[src/rtl/ps2_pkg.sv]
// Shared PS/2 definitions: frame length, error codes, receiver state encoding
// and the mouse acknowledge byte.
package ps2_pkg;

  localparam int FRAME_BITS = 11;

  localparam logic [1:0] ERR_NONE    = 2'b00;
  localparam logic [1:0] ERR_PARITY  = 2'b01;
  localparam logic [1:0] ERR_STOP    = 2'b10;
  localparam logic [1:0] ERR_TIMEOUT = 2'b11;

  localparam logic [7:0] ACK_BYTE = 8'hFA;

  typedef enum logic [1:0] {
    ST_IDLE = 2'b00,
    ST_RECV = 2'b01,
    ST_STOP = 2'b10
  } rx_state_t;

endpackage

[src/rtl/ps2_line_filter.sv]
// Synchroniser plus level filter for a slow, noisy open-collector line.
// The filtered level only moves after FILTER_LEN consecutive synchronised
// samples disagree with it; a 1->0 move produces a one-cycle fall pulse.
module ps2_line_filter #(
  parameter int SYNC_STAGES = 2,
  parameter int FILTER_LEN  = 8
) (
  input  logic clk,
  input  logic rst_n,
  input  logic line,
  output logic level,
  output logic fall
);

  localparam int CW = $clog2(FILTER_LEN) + 1;

  logic [SYNC_STAGES-1:0] sync_q;
  logic [CW-1:0]          cnt;
  logic                   sync_s;

  assign sync_s = sync_q[SYNC_STAGES-1];

  // Metastability chain; resets to the idle-high bus level so release from
  // reset never looks like a falling edge.
  always_ff @(posedge clk or negedge rst_n) begin
    if (!rst_n) sync_q <= '1;
    else        sync_q <= {sync_q[SYNC_STAGES-2:0], line};
  end

  // Count consecutive disagreeing samples; commit the new level on the
  // FILTER_LEN-th one and flag a falling transition.
  always_ff @(posedge clk or negedge rst_n) begin
    if (!rst_n) begin
      level <= 1'b1;
      cnt   <= '0;
      fall  <= 1'b0;
    end else begin
      fall <= 1'b0;
      if (sync_s == level) begin
        cnt <= '0;
      end else if (cnt == CW'(FILTER_LEN - 1)) begin
        level <= sync_s;
        cnt   <= '0;
        fall  <= ~sync_s;
      end else begin
        cnt <= cnt + CW'(1);
      end
    end
  end

endmodule

[src/rtl/ps2_host_receiver.sv]
// Host-side PS/2 receiver: deserialises device-to-host frames
// (start 0, 8 data LSB-first, odd parity, stop 1) sampled on filtered
// PS2CLK falling edges. Read-only on the bus.
// Handshake: rx_valid / rx_err are single-cycle pulses with no back-pressure;
// rx_data and rx_err_code are meaningful in the cycle of their pulse, and
// rx_data holds the last good byte otherwise.
module ps2_host_receiver
  import ps2_pkg::*;
#(
  parameter int SYNC_STAGES = 2,
  parameter int FILTER_LEN  = 8,
  parameter int TIMEOUT_CYC = 100000
) (
  input  logic       CLK,
  input  logic       RST,
  input  logic       rx_en,
  input  logic       PS2CLK,
  input  logic       PS2DATA,
  output logic [7:0] rx_data,
  output logic       rx_valid,
  output logic       rx_err,
  output logic [1:0] rx_err_code,
  output logic       rx_busy,
  output logic [1:0] rx_state
);

  localparam int TW = $clog2(TIMEOUT_CYC + 1);

  rx_state_t              state, state_n;
  logic [7:0]             shreg, shreg_n;
  logic                   par, par_n;
  logic [3:0]             bitcnt, bitcnt_n;
  logic [TW-1:0]          timer, timer_n;
  logic [7:0]             data_n;
  logic                   valid_n, err_n;
  logic [1:0]             code_n;
  logic [SYNC_STAGES-1:0] data_sync;
  logic                   data_s;
  logic                   clk_fall;
  logic                   unused_clk_level;

  ps2_line_filter #(
    .SYNC_STAGES(SYNC_STAGES),
    .FILTER_LEN (FILTER_LEN)
  ) u_clk_filter (
    .clk  (CLK),
    .rst_n(RST),
    .line (PS2CLK),
    .level(unused_clk_level),
    .fall (clk_fall)
  );

  // PS2DATA only needs the synchroniser: it is sampled on clock falls, long
  // after it settled during the clock-high phase.
  always_ff @(posedge CLK or negedge RST) begin
    if (!RST) data_sync <= '1;
    else      data_sync <= {data_sync[SYNC_STAGES-2:0], PS2DATA};
  end

  assign data_s   = data_sync[SYNC_STAGES-1];
  assign rx_busy  = (state != ST_IDLE);
  assign rx_state = state;

  // Next-state and output decode; rx_en loss beats a fall, a fall beats timeout.
  always_comb begin
    state_n  = state;
    shreg_n  = shreg;
    par_n    = par;
    bitcnt_n = bitcnt;
    timer_n  = timer;
    data_n   = rx_data;
    valid_n  = 1'b0;
    err_n    = 1'b0;
    code_n   = ERR_NONE;
    case (state)
      ST_IDLE: begin
        timer_n = '0;
        if (clk_fall && rx_en && !data_s) begin
          state_n  = ST_RECV;
          bitcnt_n = '0;
          shreg_n  = '0;
          par_n    = 1'b0;
        end
      end
      ST_RECV, ST_STOP: begin
        if (!rx_en) begin
          state_n = ST_IDLE;
          timer_n = '0;
        end else if (clk_fall) begin
          timer_n = '0;
          if (state == ST_RECV) begin
            if (bitcnt == 4'd8) begin
              par_n   = data_s;
              state_n = ST_STOP;
            end else begin
              shreg_n = {data_s, shreg[7:1]};
            end
            bitcnt_n = bitcnt + 4'd1;
          end else begin
            state_n = ST_IDLE;
            if (!(^{shreg, par})) begin
              err_n  = 1'b1;
              code_n = ERR_PARITY;
            end else if (!data_s) begin
              err_n  = 1'b1;
              code_n = ERR_STOP;
            end else begin
              valid_n = 1'b1;
              data_n  = shreg;
            end
          end
        end else if (timer == TW'(TIMEOUT_CYC - 1)) begin
          state_n = ST_IDLE;
          timer_n = '0;
          err_n   = 1'b1;
          code_n  = ERR_TIMEOUT;
        end else if (timer != TW'(TIMEOUT_CYC)) begin
          timer_n = timer + TW'(1);
        end
      end
      default: state_n = ST_IDLE;
    endcase
  end

  // State, datapath and registered output pulses.
  always_ff @(posedge CLK or negedge RST) begin
    if (!RST) begin
      state       <= ST_IDLE;
      shreg       <= '0;
      par         <= 1'b0;
      bitcnt      <= '0;
      timer       <= '0;
      rx_data     <= '0;
      rx_valid    <= 1'b0;
      rx_err      <= 1'b0;
      rx_err_code <= ERR_NONE;
    end else begin
      state       <= state_n;
      shreg       <= shreg_n;
      par         <= par_n;
      bitcnt      <= bitcnt_n;
      timer       <= timer_n;
      rx_data     <= data_n;
      rx_valid    <= valid_n;
      rx_err      <= err_n;
      rx_err_code <= code_n;
    end
  end

endmodule

[config.mk]
export PLATFORM = sky130hd
export DESIGN_NAME = ps2_host_receiver
export DESIGN_NICKNAME = d
export VERILOG_FILES = /design/src/rtl/ps2_pkg.sv /design/src/rtl/ps2_line_filter.sv /design/src/rtl/ps2_host_receiver.sv
export SDC_FILE = /design/constraint.sdc
export NUM_CORES = 1
export LEC_CHECK = 0
export BUFFER_PORTS_ARGS = -buffer_cell sky130_fd_sc_hd__buf_2
export CORE_MARGIN = 1.5
export CORE_UTILIZATION = 60
export DETAILED_ROUTE_END_ITERATION = 10
export GPL_ROUTABILITY_DRIVEN = 0
export GPL_TIMING_DRIVEN = 0
export PLACE_DENSITY_LB_ADDON = 0.1
export SLEW_MARGIN = 25
export SYNTH_ARGS = -nofsm -noshare
export SYNTH_HDL_FRONTEND = slang
export SYNTH_SLANG_ARGS = --single-unit
[constraint.sdc]
create_clock -name CLK -period 2.9 [get_ports CLK]
set_input_delay 0.435 -clock CLK [delete_from_list [all_inputs] [get_ports CLK]]
set_output_delay 0.435 -clock CLK [all_outputs]
set_load 0.01 [all_outputs]
* Yosys cells after proc, flatten, opt, wreduce, memory -nomap -nowiden
Index checks and enable logic that the tools add are counted.
** Storage, ports and cells
- Register bits after elaboration :: 54
- Input bits :: 5
- Output and inout port bits :: 15
- Logic and storage cells :: 104
** Operators by class
- Add/sub/neg operators :: 3
- Equal/unequal tests :: 16
- Mux-type cells :: 53
- Bitwise gates (word level) :: 3
- Reductions and logical operators :: 15
** Operators with widths (count)
- $mux W17 :: 4
- $mux W8 :: 5
- $pmux W17 S2 :: 1
- $mux W2 :: 13
- $mux W4 :: 6
- $mux W1 :: 20
- $reduce_and A6 Y1 :: 3
- $add A17 B1 Y17 const B :: 1
- $eq A17 B17 Y1 const B :: 1
- $ne A17 B17 Y1 const B :: 1
- $pmux W8 S2 :: 1
- $ne A2 B2 Y1 const B :: 5
- $reduce_xor A9 Y1 :: 1
- $add A4 B1 Y4 const B :: 2
- $pmux W4 S2 :: 1
- $ne A5 B4 Y1 const B :: 1
- $ne A5 B5 Y1 const B :: 1
- $reduce_and A5 Y1 :: 1
- $eq A4 B3 Y1 const B :: 1
- $eq A4 B4 Y1 const B :: 1
- $ne A4 B3 Y1 const B :: 1
- $pmux W2 S2 :: 1
- $reduce_and A2 Y1 :: 2
- $reduce_bool A2 Y1 :: 2
- 11 further kinds :: 14

* Longest topological paths before layout
- Word-level depth :: 6
- Gate-level depth with buffers :: 9
- Mapped depth without buffers :: 7

* Cells and area by module
A second synthesis with hierarchy kept.
** Unflattened totals
- Cell total of the unflattened synthesis :: 282
- Area total of the unflattened synthesis :: 2819.0 um^2
** Modules (own cells, without submodules)
- ps2_host_receiver :: times used 1, cells each 261, area an instance 2497.4 um^2
- ps2_line_filter :: times used 1, cells each 21, area an instance 321.6 um^2

* Least setup slack after synthesis
No wires, ideal clock.
- Path type :: register to register
- From :: register state[0], in the netlist rx_state[0]
- To :: register bitcnt[3]
- Setup time :: 0.069 ns
- Data arrival time :: 2.108 ns
- Slack :: 0.723 ns
- Cell stages (with the launch flop) :: 8
- Path buffers :: 0
- Path through :: dfrtp_1 > inv_1 > ha_1 > nor2b_1 > o21ai_2 > a211o_1 > or4b_2 > nand3_1
** Between the ends
- Cells in the longest elaborated chain, start to end :: 4
- Elaborated cells on any way between the ends :: 11
- Those cells by class :: eq/ne: 6; mux: 1; reduce/logical: 4
** RTL lines
- start, declared :: line ps2_host_receiver.sv:29 : rx_state_t state, state_n;
- start signal, assigned :: line ps2_host_receiver.sv:138 : state <= state_n;
- $eq A2 B1 Y1 or $eq A2 B2 Y1 (tied branches) :: line ps2_host_receiver.sv:75, ps2_host_receiver.sv:91
- $reduce_or A2 Y1 :: line ps2_host_receiver.sv:75 : case (state)
- $ne A2 B1 Y1 (no line), or another cell as far along
- $reduce_and A5 Y1 (no line)
- end signal, assigned :: line ps2_host_receiver.sv:141 : bitcnt <= bitcnt_n;
- end, declared :: line ps2_host_receiver.sv:32 : logic [3:0] bitcnt, bitcnt_n;
Parallel ways exist; a longest one is shown, timed or not.
A chain may end at the register's enable or synchronous reset.

* Worst setup path in the final report
- From :: register state[1], in the netlist rx_state[1]
- To :: register timer[0]
** Between the ends
- Cells in the longest elaborated chain, start to end :: 4
- Elaborated cells on any way between the ends :: 8
- Those cells by class :: eq/ne: 3; mux: 1; reduce/logical: 4
** RTL lines
- $eq A2 B1 Y1 or $eq A2 B2 Y1 (tied branches) :: line ps2_host_receiver.sv:75
- $reduce_or A2 Y1 :: line ps2_host_receiver.sv:75
- $ne A5 B4 Y1 (no line) or $reduce_bool A2 Y1 (tied branches)
- $reduce_and A2 Y1 (no line)
- end signal, assigned :: line ps2_host_receiver.sv:142 : timer <= timer_n;
- end, declared :: line ps2_host_receiver.sv:33 : logic [TW-1:0] timer, timer_n;
Parallel ways exist; a longest one is shown, timed or not.

==> impl_metrics.toml <==
[routing]
via_count = 2160
wl_per_cell_um = 14.9
avgViaCountPerCell = 5.97
remaining_drc_errors = 0
routed_wl_um = 5390
drt.antenna.violating_nets = 0
drtIter0Drc = 132
drtPass1Iterations = 4

[grt]
overflow = 0
grt_max_degree = 55
grt_pass1_vias = 2064
grt_pass1_wl_um = 9160
antenna_found_initial = 0
grtUsageTotal_pct = 22.8

[clocking]
clk_latency_ns = 0.31
clk_root_buffer_cell = "clkbuf_8"
cts_tree = "built"
cts_setup_buffers = 0
cts_buffers = 5
clockBufferDepth = 2
cts_sinks = 54
ctsHtreeMaxLevel = 2
cts.reportedPaths.clkPinSlew_ns = 0.10

[synthesis]
ys_seq_area_share_pct = 47.9
synth_top_flop_cell = "dfrtp_1"
syn_avg_cell_area_sq_um = 10.0
synth_seq_cells = 54
netlist_area_sq_um = 2830
synthCells = 283
synth_cell_type_count = 49
yosysWarnings = 0
synthArstFlopShare_pct = 100
synth_edf_count = 0
synth_fp_nets = 298

[finish]
antenna_cells = 0
area_growth_pct = 10.1
fin_cells = 362
final_layout_size_suffix_gt1_share_pct = 16.5
nets = 324
final_core_util_pct = 70.2

[setup_path]
crit_type = "reg -> reg"
critPathLaunchType = "flop"
arrival_ns = 2.71
required_ns = 3.08
cp-end-kind = "flop"
crit_fanout = 10

[timing]
maxSlewViolCount = 0
worst_pin_slew_ns = 0.935
tns_ns = 0
hold_viol_final = 0
finalCriticalPeriod_ns = 2.53
final.setup_skew_ns = 0.0121
fmax_ghz = 0.395
setup_viol = 0
slew_headroom_pct = 37.1
post-route-period-util_pct = 87.3
rsz0062_at_grt = "no"

[power]
power.leakage_uw = 0.00140
max-vdd-ir-drop_v = 0.000436
power.density_nw_per_um2 = 555

[die]
die_y_um = 71.7
dieArea_sq_um = 5140
io_pins = 20
core_area_sq_um = 4440
initial_core_util_pct = 63.7
die_w_um = 71.7
rows = 24

[flow_run]
max-cap-violations = 0

[run_status]
status = "complete, no violations"

[placed_design]
dpl.cell_count = 354
hpwlAfterDp_um = 3810
io_buffers = 19

[hold_path]
holdCritPathClass = "in -> async"
[final timing paths]
check	from	to	slack (ns)	cells past startpoint
setup / recovery	rx_state[1]	timer[0]	0.37	7
hold / removal	RST	timer[7]	0.15	1
setup reg to reg	rx_state[1]	timer[0]	0.37	7
hold reg to reg	u_clk_filter.sync_q[0]	u_clk_filter.sync_q[1]	0.36	0
max in group asynchronous	RST	u_clk_filter.cnt[1]	2.33	1
min in group CLK	PS2CLK	u_clk_filter.sync_q[0]	0.22	1
[cells in the final DEF, fill, tap and decap left out, types with 3 or more instances in the layout]
| cell type | count |
|---|---|
| dfrtp_1 | 49 |
| a21oi_1 | 9 |
| nor3_1 | 8 |
| clkbuf_1 | 7 |
| dfstp_2 | 5 |
| mux2i_1 | 3 |
| nand3_1 | 23 |
| o31ai_1 | 7 |
| nor2_1 | 10 |
| nand3b_1 | 3 |
| nor2b_1 | 3 |
| nand2_1 | 25 |
| xnor2_1 | 9 |
| mux2_4 | 7 |
| clkbuf_8 | 6 |
| o21ai_0 | 29 |
| o41ai_1 | 3 |
| nor3b_1 | 5 |
| inv_1 | 23 |
| ha_1 | 10 |
| buf_2 | 19 |
| nand4_1 | 6 |
[synth_stat cells (2+ instances only)]
library cell	instances	area share, %
dfstp_2	5	4.6
or2_2	2	0.44
nor2b_1	3	0.66
mux2i_1	3	1.1
and4_1	2	0.62
or4_1	2	0.53
xnor2_1	9	2.8
or3_1	2	0.44
nand2_1	25	3.3
o21ai_0	29	5.1
nand3_1	23	4.1
o211ai_1	2	0.53
mux2_2	2	0.79
dfrtp_1	49	43
nor2_1	11	1.5
inv_1	23	3.0
o41ai_1	3	0.93
a21oi_1	9	1.6
and3_1	2	0.44
and4b_1	2	0.71
o31ai_1	7	1.9
nor3_1	8	1.4
ha_1	10	4.4
nand3b_1	3	0.79
clkbuf_1	7	0.93
a211oi_1	2	0.53
nor3b_1	5	1.3
nand4_1	6	1.3
mux2_4	7	3.7
[repair_timing]
item | in CTS | in global routing
endpoints found under the setup margin | 0 | 1
resized for setup | 0 | 1
hold buffers | 0 | 0
[registers in the layout, indices dropped and copies added, names as in the netlist]
name / flops
bitcnt: 4
rx_err_code: 2
rx_valid: 1
rx_err: 1
rx_state: 2
shreg: 8
par: 1
u_clk_filter.fall: 1
rx_data: 8
u_clk_filter.level: 1
timer: 17
data_sync: 2
u_clk_filter.cnt: 4
u_clk_filter.sync_q: 2
[area by class of cell]
cell class / instances / area, sq um
sequential: 54 / 1360
multi-input combinational: 197 / 1350
fill: 364 / 1330
timing repair buffer: 19 / 97.6
inverter: 23 / 86.3
clock buffer: 6 / 82.6
tap: 52 / 65.1
buffer: 9 / 42.5
clock inverter: 2 / 38.8
[metal layers]
metal  routed length (um)  vias to the layer above  global-route usage, %
met5                    0                        -                      0
met4                   77                        0                   6.71
met3                  191                        7                   4.78
met2                 2480                       43                   36.6
met1                 2640                     1040                   31.4
li1                     -                     1070                      -
[critical path, cell delays in order (launching register included)]
cell and delay [ns]:
dfrtp_1 0.43, inv_1 0.11, ha_1 0.29, buf_2 0.21
nand3b_1 0.14, o31ai_1 0.81, or2_2 0.31, o21ai_0 0.10
[cells by family (layout without fill, tap and decap cells)]
family / after synthesis / after routing / synth area share, %
XOR/XNOR: 10 / 10 / 3.58
AND/OR/NAND/NOR: 103 / 103 / 19.5
adder cells (fa/ha/maj): 10 / 10 / 4.42
multiplexers: 12 / 12 / 5.57
AO/OA/AOI/OAI: 62 / 62 / 14.4
buffers and inverters: 32 / 59 / 4.55
flip-flops: 54 / 54 / 47.9
[through the flow]
step | hold slack (ns) | instance area [sq um] | setup slack (ns) | total power [uW]
floorplan | 0.139 | 2830 | 0.723 | 1110
global placement | 0.345 | 2990 | 0.321 | 1210
detailed placement | 0.349 | 3000 | 0.304 | 1220
CTS | 0.175 | 3120 | 0.281 | 1750
global route | 0.205 | 3120 | 0.149 | 1830
finish | 0.151 | 3120 | 0.368 | 1730
[power breakdown]
part           internal [uW]  switching (uW)  total (uW)  leakage, uW
registers                800            39.9         840     0.000679
logic                    137             227         364     0.000661
clock network            284             243         528    0.0000618
Note: power is estimated with default switching activity, not from simulation.
